$ cat src/rtl/stim_check_seq.sv
// stim_check_seq: stimulus sequencer with in-order loopback response checker.
// Optional response watchdog is enabled by defining STIM_CHECK_TIMEOUT_EN.
module stim_check_seq #(
    parameter int          DATA_W  = 8,
    parameter int          NUM_VEC = 16,
    parameter logic [31:0] SEED    = 32'hA5,
    parameter int          MAX_OUT = 4
) (
    input  logic              clk,
    input  logic              rst_n,
    input  logic              start,
    output logic              stim_valid,
    input  logic              stim_ready,
    output logic [DATA_W-1:0] stim_data,
    input  logic              rsp_valid,
    input  logic [DATA_W-1:0] rsp_data,
    output logic              busy,
    output logic              done,
    output logic              pass,
    output logic [7:0]        err_count,
    output logic [7:0]        vec_count
);

    localparam int AW = $clog2(MAX_OUT);
    localparam int PW = AW + 1;
    localparam logic [PW-1:0]     FULL   = PW'(MAX_OUT);
    localparam logic [7:0]        LAST   = 8'(NUM_VEC - 1);
    localparam logic [DATA_W-1:0] SEED_W = SEED[DATA_W-1:0];

    typedef enum logic [1:0] {IDLE, RUN, DRAIN, DONE} state_t;

    state_t            state;
    state_t            state_nx;
    logic [DATA_W-1:0] fifo [MAX_OUT];
    logic [PW-1:0]     wr_ptr;
    logic [PW-1:0]     rd_ptr;
    logic [PW-1:0]     occ;
    logic              hs;
    logic              pop;
    logic              spur;
    logic              mism;
    logic              restart;
    logic              timeout;
    logic [8:0]        err_sum;
    logic [7:0]        err_next;

    assign occ        = wr_ptr - rd_ptr;
    assign stim_valid = (state == RUN) && (occ < FULL);
    assign hs         = stim_valid && stim_ready;
    assign pop        = rsp_valid && (state != IDLE) && (occ != '0);
    assign spur       = rsp_valid && (state != IDLE) && (occ == '0);
    assign mism       = pop && (fifo[rd_ptr[AW-1:0]] != rsp_data);
    assign restart    = start && ((state == IDLE) || (state == DONE));

`ifdef STIM_CHECK_TIMEOUT_EN
    logic [15:0] wd;
    logic        active;

    assign active  = (state == RUN) || (state == DRAIN);
    assign timeout = active && (occ != '0) && !rsp_valid && (wd == 16'd1023);

    // Watchdog: counts cycles with words outstanding and no response
    always_ff @(posedge clk or negedge rst_n) begin
        if (!rst_n) begin
            wd <= '0;
        end else if (!active || (occ == '0) || rsp_valid || timeout) begin
            wd <= '0;
        end else begin
            wd <= wd + 16'd1;
        end
    end
`else
    assign timeout = 1'b0;
`endif

    // Next error count; a timeout charges every unanswered word
    always_comb begin
        err_sum = {1'b0, err_count} + {8'd0, (mism | spur)};
        if (timeout) begin
            err_sum = err_sum + 9'(occ) + {8'd0, hs};
        end
        err_next = err_sum[8] ? 8'hFF : err_sum[7:0];
    end

    // Run-state transitions
    always_comb begin
        state_nx = state;
        case (state)
            IDLE:  if (start) state_nx = RUN;
            RUN: begin
                if (timeout) begin
                    state_nx = DONE;
                end else if (hs && (vec_count == LAST)) begin
                    state_nx = DRAIN;
                end
            end
            DRAIN: if (timeout || (occ == '0)) state_nx = DONE;
            DONE:  if (start) state_nx = RUN;
            default: state_nx = IDLE;
        endcase
    end

    // Sequencer state, counters, pointers and registered status outputs
    always_ff @(posedge clk or negedge rst_n) begin
        if (!rst_n) begin
            state     <= IDLE;
            stim_data <= '0;
            wr_ptr    <= '0;
            rd_ptr    <= '0;
            vec_count <= '0;
            err_count <= '0;
            busy      <= 1'b0;
            done      <= 1'b0;
            pass      <= 1'b0;
        end else begin
            state <= state_nx;
            busy  <= (state_nx == RUN) || (state_nx == DRAIN);
            done  <= (state_nx == DONE);
            pass  <= (state_nx == DONE) && (err_next == 8'd0);
            if (restart) begin
                stim_data <= SEED_W;
                wr_ptr    <= '0;
                rd_ptr    <= '0;
                vec_count <= '0;
                err_count <= '0;
            end else begin
                err_count <= err_next;
                if (hs) begin
                    stim_data <= stim_data + DATA_W'(1);
                    wr_ptr    <= wr_ptr + PW'(1);
                    vec_count <= vec_count + 8'd1;
                end
                if (timeout) begin
                    rd_ptr <= wr_ptr + PW'(hs);
                end else if (pop) begin
                    rd_ptr <= rd_ptr + PW'(1);
                end
            end
        end
    end

    // Expected-word store, written on every accepted stimulus word
    always_ff @(posedge clk) begin
        if (hs) begin
            fifo[wr_ptr[AW-1:0]] <= stim_data;
        end
    end

endmodule

$ cat config.mk
export PLATFORM = sky130hd
export DESIGN_NAME = stim_check_seq
export DESIGN_NICKNAME = d
export VERILOG_FILES = /design/src/rtl/stim_check_seq.sv
export SDC_FILE = /design/constraint.sdc
export NUM_CORES = 1
export LEC_CHECK = 0
export CAP_MARGIN = 30
export CORE_UTILIZATION = 59
export DETAILED_ROUTE_END_ITERATION = 6
export MAX_ROUTING_LAYER = met4
export PLACE_DENSITY = 0.84
export REMOVE_ABC_BUFFERS = 1
export SYNTH_ARGS = -nofsm -noshare
export SYNTH_HDL_FRONTEND = slang
export SYNTH_SLANG_ARGS = --single-unit
$ cat constraint.sdc
create_clock -name clk -period 5.45 [get_ports clk]
set_input_delay 1.635 -clock clk [delete_from_list [all_inputs] [get_ports clk]]
set_output_delay 1.635 -clock clk [all_outputs]
set_load 0.02 [all_outputs]
==> impl_metrics.ini <==
[logic_synthesis]
seq_area_frac_synth = 0.5701
yosysTopAreaCellShare = 0.2983
netlist_area_sq_um = 3222
syn_inst = 256
ys_top_cells_by_area = edfxtp_1 (30%), dfrtp_1 (27%), ha_1 (6.2%)
synthSimpleGateAreaFrac = 0.1239
synth.largest_area_cell = edfxtp_1
synthAdderAreaFrac = 0.06214
ys_ff_latch = 67
synthMuxAreaShare = 0.06214
ys_top_cells_by_count = dfrtp_1 (35), edfxtp_1 (32), nor2_1 (19)
synth-main-ff-cell = dfrtp_1
yosys_warnings = 0
yosys.cell_types.count = 45
synth_most_common_cell = dfrtp_1
synth-compound-area-share = 0.09282
async_flop_share = 0.5224
synth_xor_area_frac = 0.06214
synth_edf_count = 32
synth.avg_cell_area_sq_um = 12.59
synth_top_family_by_area = simple AND/OR/NAND/NOR gates

[floorplanning]
coreArea_sq_um = 5172
fp-row-count = 26
start_util = 0.6229
die_area_sq_um = 5760
die_y_microns = 75.90
die_w_microns = 75.90
pin_count = 41

[global_routing]
antenna_found_initial = 0
grt_max_degree = 36
grt_pass1_wl_microns = 9653
overflow = 0
grt_pass1_vias = 2006
grt_usage = 0.2456

[worst_setup_path]
path_cells = ha_1, and2b_4, nor3_4, o21a_1, clkdlybuf4s50_1
end_kind = output port
cp.arrival_ns = 2.60
crit_buf_inv = 1
crit_fanout = 11
crit_type = register to output port
cp-start-kind = register
max_stage_delay_ns = 0.72
cpMaxStageDelayCell = dfrtp_1
cp_top_family = flip-flops
crit_required_ns = 3.82

[sta]
finClkSkew_ns = 0.005421
fmax_ghz = 0.2364
hold_viol = 0
slew_viol_final = 0
hold_ws_ns = 0.5693
fin_crit_ns = 4.231
fin_crit_sh = 0.7763
rsz0062_at_grt = no
fin_ws_ns = 1.219
setup_viol = 0
relSlewSlack = 0.4695
tns_ns = 0
worst_pin_slew_ns = 0.7941

[cells_and_area]
diodes = 0
area_growth_pct = 20.04
layout.nets = 330
drive_above_1_share = 0.1013
stdcell_area_sq_um = 3867

[clock_tree]
post-cts-setup-buffers = 0
cts-buffers-inserted = 9
clkTransAtPathRegs_ns = 0.06
cts_buffer_depth = 2
clockRootBuffer = clkbuf_8
cts_max_level = 3
clock_latency_ns = 0.34
holdBufCountCts = 0
tritoncts = yes
post_cts_resize_count = 0
cts_sinks = 67

[routing]
drt_iter0_markers = 183
drc = 0
wl_met3_microns = 257
met2_wirelength_microns = 3098
wl_per_cell_microns = 16.66
first_pass_iters = 4
viasPerCell = 5.769
num_vias = 2169
ant_nets = 0
wl_met1_microns = 2797
wirelength_microns = 6264
top_layer = met4

[outcome]
status = completed

[placed_design]
hpwl_microns = 4089
numPortBuffers = 40
placed_area_sq_um = 3680
gp_congestion = 0.8038
pre_cts_slack_ns = 1.576

[run]
maxCapViolCount = 0

[power_and_ir_drop]
p_leak_nw = 1.478
powerDensity_nw_per_um2 = 463.1
power_mw = 1.791
vdd_drop_max_uv = 322.9

[worst_hold_path]
hold_path_class = register to register
[worst min-delay path, cell delays in order, from the launching register on]
cell,delay [ns]
dfrtp_1,0.41
nand2_1,0.07
a21oi_1,0.06
[where the power goes]
group	total, mW	internal (mW)	switching [mW]
Clock	0.395	0.222	0.172
Sequential	0.717	0.621	0.0961
Combinational	0.679	0.306	0.373
Total	1.79	1.15	0.642
[layer usage]
| layer | track usage | vias to the layer above |
|---|---|---|
| met5 | - | - |
| met4 | 0.1091 | 0 |
| met3 | 0.05159 | 12 |
| met2 | 0.3786 | 61 |
| met1 | 0.3154 | 1069 |
| li1 | - | 1027 |
[stage by stage]
step | std cells | utilization
2_1_floorplan | 248 | -
3_3_place_gp | 360 | 0.7114
3_5_place_dp | 360 | 0.7114
4_1_cts | 376 | 0.7477
5_1_grt | 376 | 0.7477
6_report | 376 | 0.7477
[layout make-up]
class,count,area (sq um)
clock buffers,13,148.9
clock inverters,3,38.79
fillers,337,1305
flip-flops and latches,67,1837
inverters,11,41.29
repair buffers,42,415.4
multi-input cells,170,1299
well taps,70,87.58
[registers in the layout, indices dropped and copies added, names as in the netlist]
signal     flops
busy           1
done           1
err_count      8
fifo          32
pass           1
rd_ptr         3
state          2
stim_data      8
vec_count      8
wr_ptr         3
[path summary, 6_finish.rpt]
path / start / to / slack, ns / cells past startpoint
setup / recovery: rd_ptr[0] / stim_valid / 1.22 / 5
min in group asynchronous: rst_n / err_count[4] / 1.72 / 2
max in group asynchronous: rst_n / rd_ptr[1] / 3.41 / 2
hold / removal: vec_count[1] / vec_count[1] / 0.57 / 2
setup reg to reg: rd_ptr[0] / err_count[0] / 2.33 / 11
hold reg to reg: vec_count[1] / vec_count[1] / 0.57 / 2
[cells in the final DEF (no fill, tap or decap), types with 3 or more instances in the layout]
master and count:
o21ai_0 8, nor2b_1 3, clkbuf_1 3, mux4_2 8, nor2_1 19, nor3_1 3, nand2_1 18, inv_1 11
ha_1 16, a31o_2 3, clkbuf_8 10, dfrtp_1 35, xnor2_1 13, and2_1 4, or3_1 5, xor2_1 8
nand3_1 7, edfxtp_1 32, nand4_1 5, and3_1 4, clkdlybuf4s50_1 40, a21oi_1 17
[cell families after synthesis]
group                    count (synthesis)
multiplexers                            10
AO/OA/AOI/OAI                           45
flip-flops                              67
adder cells (fa/ha/maj)                 16
AND/OR/NAND/NOR                         77
buffers and inverters                   19
XOR/XNOR                                22
No activity file was read; power rests on OpenSTA's default activity.
